## src/rtl/udp_ack_sender.sv

```systemverilog
// udp_ack_sender
//   Status responder for the liteeth_core UDP sink. It watches the UDP source
//   stream going to the panel writer and, for every completed frame addressed
//   to LISTEN_PORT, sends a 12-byte status datagram back to the sender:
//     word 0 : MAGIC
//     word 1 : {rx_frames[15:0], err_frames[7:0], coalesced[7:0]}
//     word 2 : {16'h0, length of the frame that triggered the reply}
//   Replies requested while one is already waiting are merged into a single
//   reply that uses the newest sender and length.
//
// Ports
//   clock, reset          system clock, synchronous active-high reset
//   enable                0 blocks new replies; counters keep counting
//   rx_*                  passive snoop of udp_source_* (never back-pressured)
//   udp_sink_*            reply stream into liteeth_core (valid/ready/last)
//   busy                  reply state machine is not idle
module udp_ack_sender #(
    parameter logic [15:0] LISTEN_PORT    = 16'd6000,
    parameter logic [31:0] MAGIC          = 32'h4C454443,
    parameter bit          ENABLE_ERR_ACK = 1'b1
) (
    input  logic        clock,
    input  logic        reset,
    input  logic        enable,
    input  logic        rx_valid,
    input  logic        rx_ready,
    input  logic        rx_last,
    input  logic [15:0] rx_src_port,
    input  logic [15:0] rx_dst_port,
    input  logic [31:0] rx_ip_address,
    input  logic [15:0] rx_length,
    input  logic [3:0]  rx_error,
    output logic        udp_sink_valid,
    output logic        udp_sink_last,
    input  logic        udp_sink_ready,
    output logic [15:0] udp_sink_src_port,
    output logic [15:0] udp_sink_dst_port,
    output logic [31:0] udp_sink_ip_address,
    output logic [15:0] udp_sink_length,
    output logic [31:0] udp_sink_data,
    output logic [3:0]  udp_sink_error,
    output logic        busy
);

    typedef enum logic [2:0] {
        IDLE  = 3'd0,
        LOAD  = 3'd1,
        SEND0 = 3'd2,
        SEND1 = 3'd3,
        SEND2 = 3'd4
    } state_t;

    // Reply contents frozen in LOAD so counter activity during a packet
    // cannot change beats of that packet.
    typedef struct packed {
        logic [31:0] w1;
        logic [31:0] w2;
        logic [31:0] ip;
        logic [15:0] port;
    } snap_t;

    state_t      state, state_next;
    snap_t       snap;

    logic        pending;
    logic [15:0] rx_frames;
    logic [7:0]  err_frames;
    logic [7:0]  coalesced;
    logic [31:0] tgt_ip;
    logic [15:0] tgt_port;
    logic [15:0] last_len;

    logic        rx_event;
    logic        rx_good;
    logic        reply_req;
    logic        handshake;

    assign rx_event  = rx_valid & rx_ready & rx_last & (rx_dst_port == LISTEN_PORT);
    assign rx_good   = (rx_error == 4'h0);
    assign reply_req = rx_event & (rx_good | ENABLE_ERR_ACK);
    assign handshake = udp_sink_valid & udp_sink_ready;

    // ------------------------------------------------------------------
    // State machine
    // ------------------------------------------------------------------
    always_ff @(posedge clock) begin
        if (reset) state <= IDLE;
        else       state <= state_next;
    end

    // The request is looked at directly in IDLE (not only via the pending
    // register) so the first reply beat is valid two cycles after the frame's
    // last beat. Leaving SEND2 always passes through IDLE for one cycle.
    always_comb begin
        state_next = state;
        case (state)
            IDLE:    if ((pending | reply_req) & enable) state_next = LOAD;
            LOAD:    state_next = SEND0;
            SEND0:   if (handshake) state_next = SEND1;
            SEND1:   if (handshake) state_next = SEND2;
            SEND2:   if (handshake) state_next = IDLE;
            default: state_next = IDLE;
        endcase
    end

    assign busy = (state != IDLE);

    // ------------------------------------------------------------------
    // Pending flag and coalescing counter
    // ------------------------------------------------------------------
    // LOAD consumes the pending request; a request arriving in that same
    // cycle starts a new reply rather than being merged into the one
    // being snapshotted, so it is not counted as coalesced.
    always_ff @(posedge clock) begin
        if (reset) begin
            pending   <= 1'b0;
            coalesced <= 8'h00;
        end else begin
            if (reply_req)          pending <= 1'b1;
            else if (state == LOAD) pending <= 1'b0;

            if (reply_req && pending && state != LOAD && coalesced != 8'hFF)
                coalesced <= coalesced + 8'h01;
        end
    end

    // ------------------------------------------------------------------
    // Frame counters and reply target
    // ------------------------------------------------------------------
    always_ff @(posedge clock) begin
        if (reset) begin
            rx_frames  <= 16'h0000;
            err_frames <= 8'h00;
        end else if (rx_event) begin
            if (rx_good)                  rx_frames  <= rx_frames + 16'h0001;
            else if (err_frames != 8'hFF) err_frames <= err_frames + 8'h01;
        end
    end

    always_ff @(posedge clock) begin
        if (reset) begin
            tgt_ip   <= 32'h0;
            tgt_port <= 16'h0;
            last_len <= 16'h0;
        end else if (reply_req) begin
            tgt_ip   <= rx_ip_address;
            tgt_port <= rx_src_port;
            last_len <= rx_length;
        end
    end

    // ------------------------------------------------------------------
    // Snapshot
    // ------------------------------------------------------------------
    always_ff @(posedge clock) begin
        if (reset) begin
            snap <= '0;
        end else if (state == LOAD) begin
            snap.w1   <= {rx_frames, err_frames, coalesced};
            snap.w2   <= {16'h0000, last_len};
            snap.ip   <= tgt_ip;
            snap.port <= tgt_port;
        end
    end

    // ------------------------------------------------------------------
    // Registered sink beat
    // ------------------------------------------------------------------
    // Beat registers follow the next state, so they change only when the
    // state does; a stalled beat keeps every field steady until accepted.
    always_ff @(posedge clock) begin
        if (reset) begin
            udp_sink_valid <= 1'b0;
            udp_sink_last  <= 1'b0;
            udp_sink_data  <= 32'h0;
        end else begin
            udp_sink_valid <= (state_next == SEND0) || (state_next == SEND1) ||
                              (state_next == SEND2);
            udp_sink_last  <= (state_next == SEND2);
            case (state_next)
                SEND0:   udp_sink_data <= MAGIC;
                SEND1:   udp_sink_data <= snap.w1;
                SEND2:   udp_sink_data <= snap.w2;
                default: udp_sink_data <= 32'h0;
            endcase
        end
    end

    assign udp_sink_ip_address = snap.ip;
    assign udp_sink_dst_port   = snap.port;
    assign udp_sink_src_port   = LISTEN_PORT;
    assign udp_sink_length     = 16'd12;
    assign udp_sink_error      = 4'h0;

endmodule

```

## config.mk

```make
export PLATFORM = sky130hd
export DESIGN_NAME = udp_ack_sender
export DESIGN_NICKNAME = d
export VERILOG_FILES = /design/src/rtl/udp_ack_sender.sv
export SDC_FILE = /design/constraint.sdc
export NUM_CORES = 1
export LEC_CHECK = 0
export CAP_MARGIN = 10
export CORE_ASPECT_RATIO = 2
export CORE_UTILIZATION = 55
export CTS_CLUSTER_SIZE = 16
export DETAILED_ROUTE_END_ITERATION = 6
export DONT_BUFFER_PORTS = 1
export GPL_ROUTABILITY_DRIVEN = 0
export GPL_TIMING_DRIVEN = 0
export PLACE_DENSITY = 0.7
export SLEW_MARGIN = 10
export SYNTH_ARGS = -nofsm -noshare
export SYNTH_HDL_FRONTEND = slang
export SYNTH_SLANG_ARGS = --single-unit
```

## constraint.sdc

```tcl
create_clock -name clock -period 2.91 [get_ports clock]
set_input_delay 0.873 -clock clock [delete_from_list [all_inputs] [get_ports clock]]
set_output_delay 0.873 -clock clock [all_outputs]
set_load 0.005 [all_outputs]
```

==> qor.csv <==
metric,value,unit
"commonest non-fill, non-tap cells in the layout","nand2_1 (338), dfxtp_1 (230), a21oi_1 (174)",
Least-Margin Pin Slew,1052,ps
Crit path max-delay family,buffers and inverters,
core area,15860,um2
worst path bufs/invs,3,
clk slew on worst S/H paths,70,ps
vias in the first global route,6848,
final WL,22.23,mm
CTS max path bufs,3,
period utilization,0.9031,
reg-to-reg endpoint,udp_sink_ip_address[24],
Hold Path Cell Cnt,2,
root buf cell,clkbuf_16,
Post-CTS Hold Fix Bufs,0,
post-route ant nets,0,
Post-CTS Setup Bufs,0,
hold endpoint,udp_sink_ip_address[2],
Layout area overhead,11.95,%
clk_skew,14.54,ps
number of H-tree levels,1,
Vias,7243,
Die Area,16920,um2
setup TNS,0,ps
Synth area leaders,"dfxtp_1 (51%), nand2_1 (14%), a21oi_1 (9.7%), buf_4 (7.0%), clkbuf_1 (2.6%)",
detailed placement HPWL,16.68,mm
Via-to-Cell Ratio,5.287,
Critical Path Most Common Cell,clkbuf_1,
post-synthesis cell type count,50,
Pre-antenna DRT Iters,5,
cell taking the most area after synthesis,dfxtp_1,
critical path peak fanout,10,
1st-iter DRT viols,324,
status,finished clean,
Synth Register Bits,230,
Initial Util,0.5679,
slowest CP cell,nor3b_1,
I/O Buffers,0,
Rows,65,
number of flops mapped to enable cells by yosys,0,
Critical Path AT,3040,ps
Ys Warns,0,
fin nets,1250,
"Req. time, crit path",3320,ps
CTS tree,done,
setup violators final,0,
"Slew Viols, Final",0,
final-layout fill cell count,1429,
"Seq/Total Area, Yosys",0.5113,
critical register-to-register path startpoint,state[2],
async set-reset flop share out of synthesis,0,
largest net degree at the start of global routing,17,
Yosys top cell area share,0.5113,
Antenna Cells,0,
post-cts sizing count,0,
CP peak stage delay,870,ps
Pwr Density,600.1,nW/um2
initial antenna violation count,0,
first-pass GRT wire length,34.71,mm
Post-Syn Area per Cell,8.187,um2
reg-to-reg setup timing slack,280,ps
Synth Instances,1100,
Final Critical Period,2628,ps
"most common cell after layout, fill and taps aside",nand2_1,
CP Capture Type,register,
worst vdd ir,606.7,uV
ys flop type,dfxtp_1,
Hold Crit Class,register to register,
FF-to-FF path depth,6,
Leakage,3.591,nW
Top Ports,210,
gr ovfl total,0,
worst rel slew slack,0.2970,
critical path cell sequence,clkbuf_1 -> nor3b_1 -> clkbuf_1 -> clkbuf_1 -> nand2_1 -> a21oi_1,
min-delay src,tgt_ip[2],
Max-cap violations,0,
unrepaired setup endpoints after global routing,no,
"Hold Vio Cnt, Final",0,
total track usage,0.2605,
Startpoint Class,register,
Crit path depth,6,
fmax,0.3805,GHz
WL/cell,16.23,um
Clock Sinks,230,
WHS,448.6,ps
share of cells above drive strength 1,0.1095,
TritonCTS Buffers,20,
clock latency on the worst-skew pair,490,ps
die height,183.0,um
CP Class,register to register,
synthesized area,9006,um2
residual DRC count,0,
die span in x,92.49,um
[cell type report]
| class | count | area [um2] | share of cell area |
|---|---|---|---|
| plain buffers | 151 | 883.3 | 0.08761 |
| clock buffers | 30 | 619.3 | 0.06143 |
| clock inverters | 5 | 77.57 | 0.007694 |
| inverters | 12 | 45.04 | 0.004468 |
| multi-input cells | 741 | 3601 | 0.3572 |
| flip-flops and latches | 230 | 4604 | 0.4567 |
| well taps | 201 | 251.5 | 0.02494 |
[worst min-delay path, cell delays in order, from the launching register on]
cell     delay [ps]
dfxtp_1         310
nand2_1          50
a21oi_1          50
[how the worst max path moves through the flow]
stage | startpoint | slack [ps] | endpoint
4_1_cts | state[2] | 260 | udp_sink_ip_address[24]
3_3_place_gp | rx_dst_port[7] | -150 | last_len[1]
2_1_floorplan | rx_dst_port[1] | 240 | err_frames[3]
5_1_grt | rx_dst_port[7] | 60 | last_len[6]
3_5_place_dp | rx_dst_port[7] | -200 | last_len[1]
6_report | state[2] | 280 | udp_sink_ip_address[24]
[where the power goes]
part	total (mW)	switching [mW]	internal (mW)
clock network	2.79	1.14	1.65
logic	0.118	0.0748	0.0436
registers	3.15	0.00000152	3.15
total	6.05	1.21	4.84
[Yosys cell counts, types with 3 or more instances]
cell and count:
dfxtp_1 230, mux2i_1 4, inv_1 12, and3_1 15
buf_1 3, nor3_1 3, clkbuf_1 63, nand2b_1 3
ha_1 3, nand4_1 16, or4_1 10, o31ai_1 9
xnor2_1 3, a221oi_1 5, nand2_1 338, buf_4 84
or3_1 3, xor2_1 12, nand3_1 11, a22oi_1 11
nor2_1 41, o21a_1 8, and4_1 3, a21oi_1 174
nor4_1 4
[per-layer routing]
metal / GRT usage / part of all wire / vias up
li1: - / - / 3632
met1: 0.2576 / 0.35 / 3342
met2: 0.5105 / 0.55 / 215
met3: 0.04395 / 0.052 / 54
met4: 0.1194 / 0.044 / 0
met5: 0 / 0 / -
[flip-flops by register name, summed over array words and instances (netlist names)]
signal,count
coalesced,8
err_frames,8
last_len,16
pending,1
rx_frames,16
snap,48
state,3
tgt_ip,32
tgt_port,16
udp_sink_data,32
udp_sink_dst_port,16
udp_sink_ip_address,32
udp_sink_last,1
udp_sink_valid,1
[cell families after synthesis]
group	Yosys count	synth area share
muxes	4	0.004446
buffers and inverters	163	0.1031
adders and majority gates	3	0.004168
AOI/OAI and AO/OA	218	0.1343
other	2	0.0008339
xor gates and xnor gates	15	0.01459
and+or+nand+nor	465	0.2273
DFF	230	0.5113
[metrics by stage]
step	power (mW)	worst slack [ps]	utilization	cell area, um2	std cells
global route	6.229	62.77	0.6357	10080	1370
floorplan	3.312	244.6	-	9134	1134
CTS	6.087	260.8	0.6357	10080	1370
finish	6.051	282.0	0.6357	10080	1370
detailed placement	3.336	-195.2	0.5918	9385	1335
global placement	3.336	-149.0	0.5918	9385	1335
Note: power is estimated with default switching activity, not from simulation.
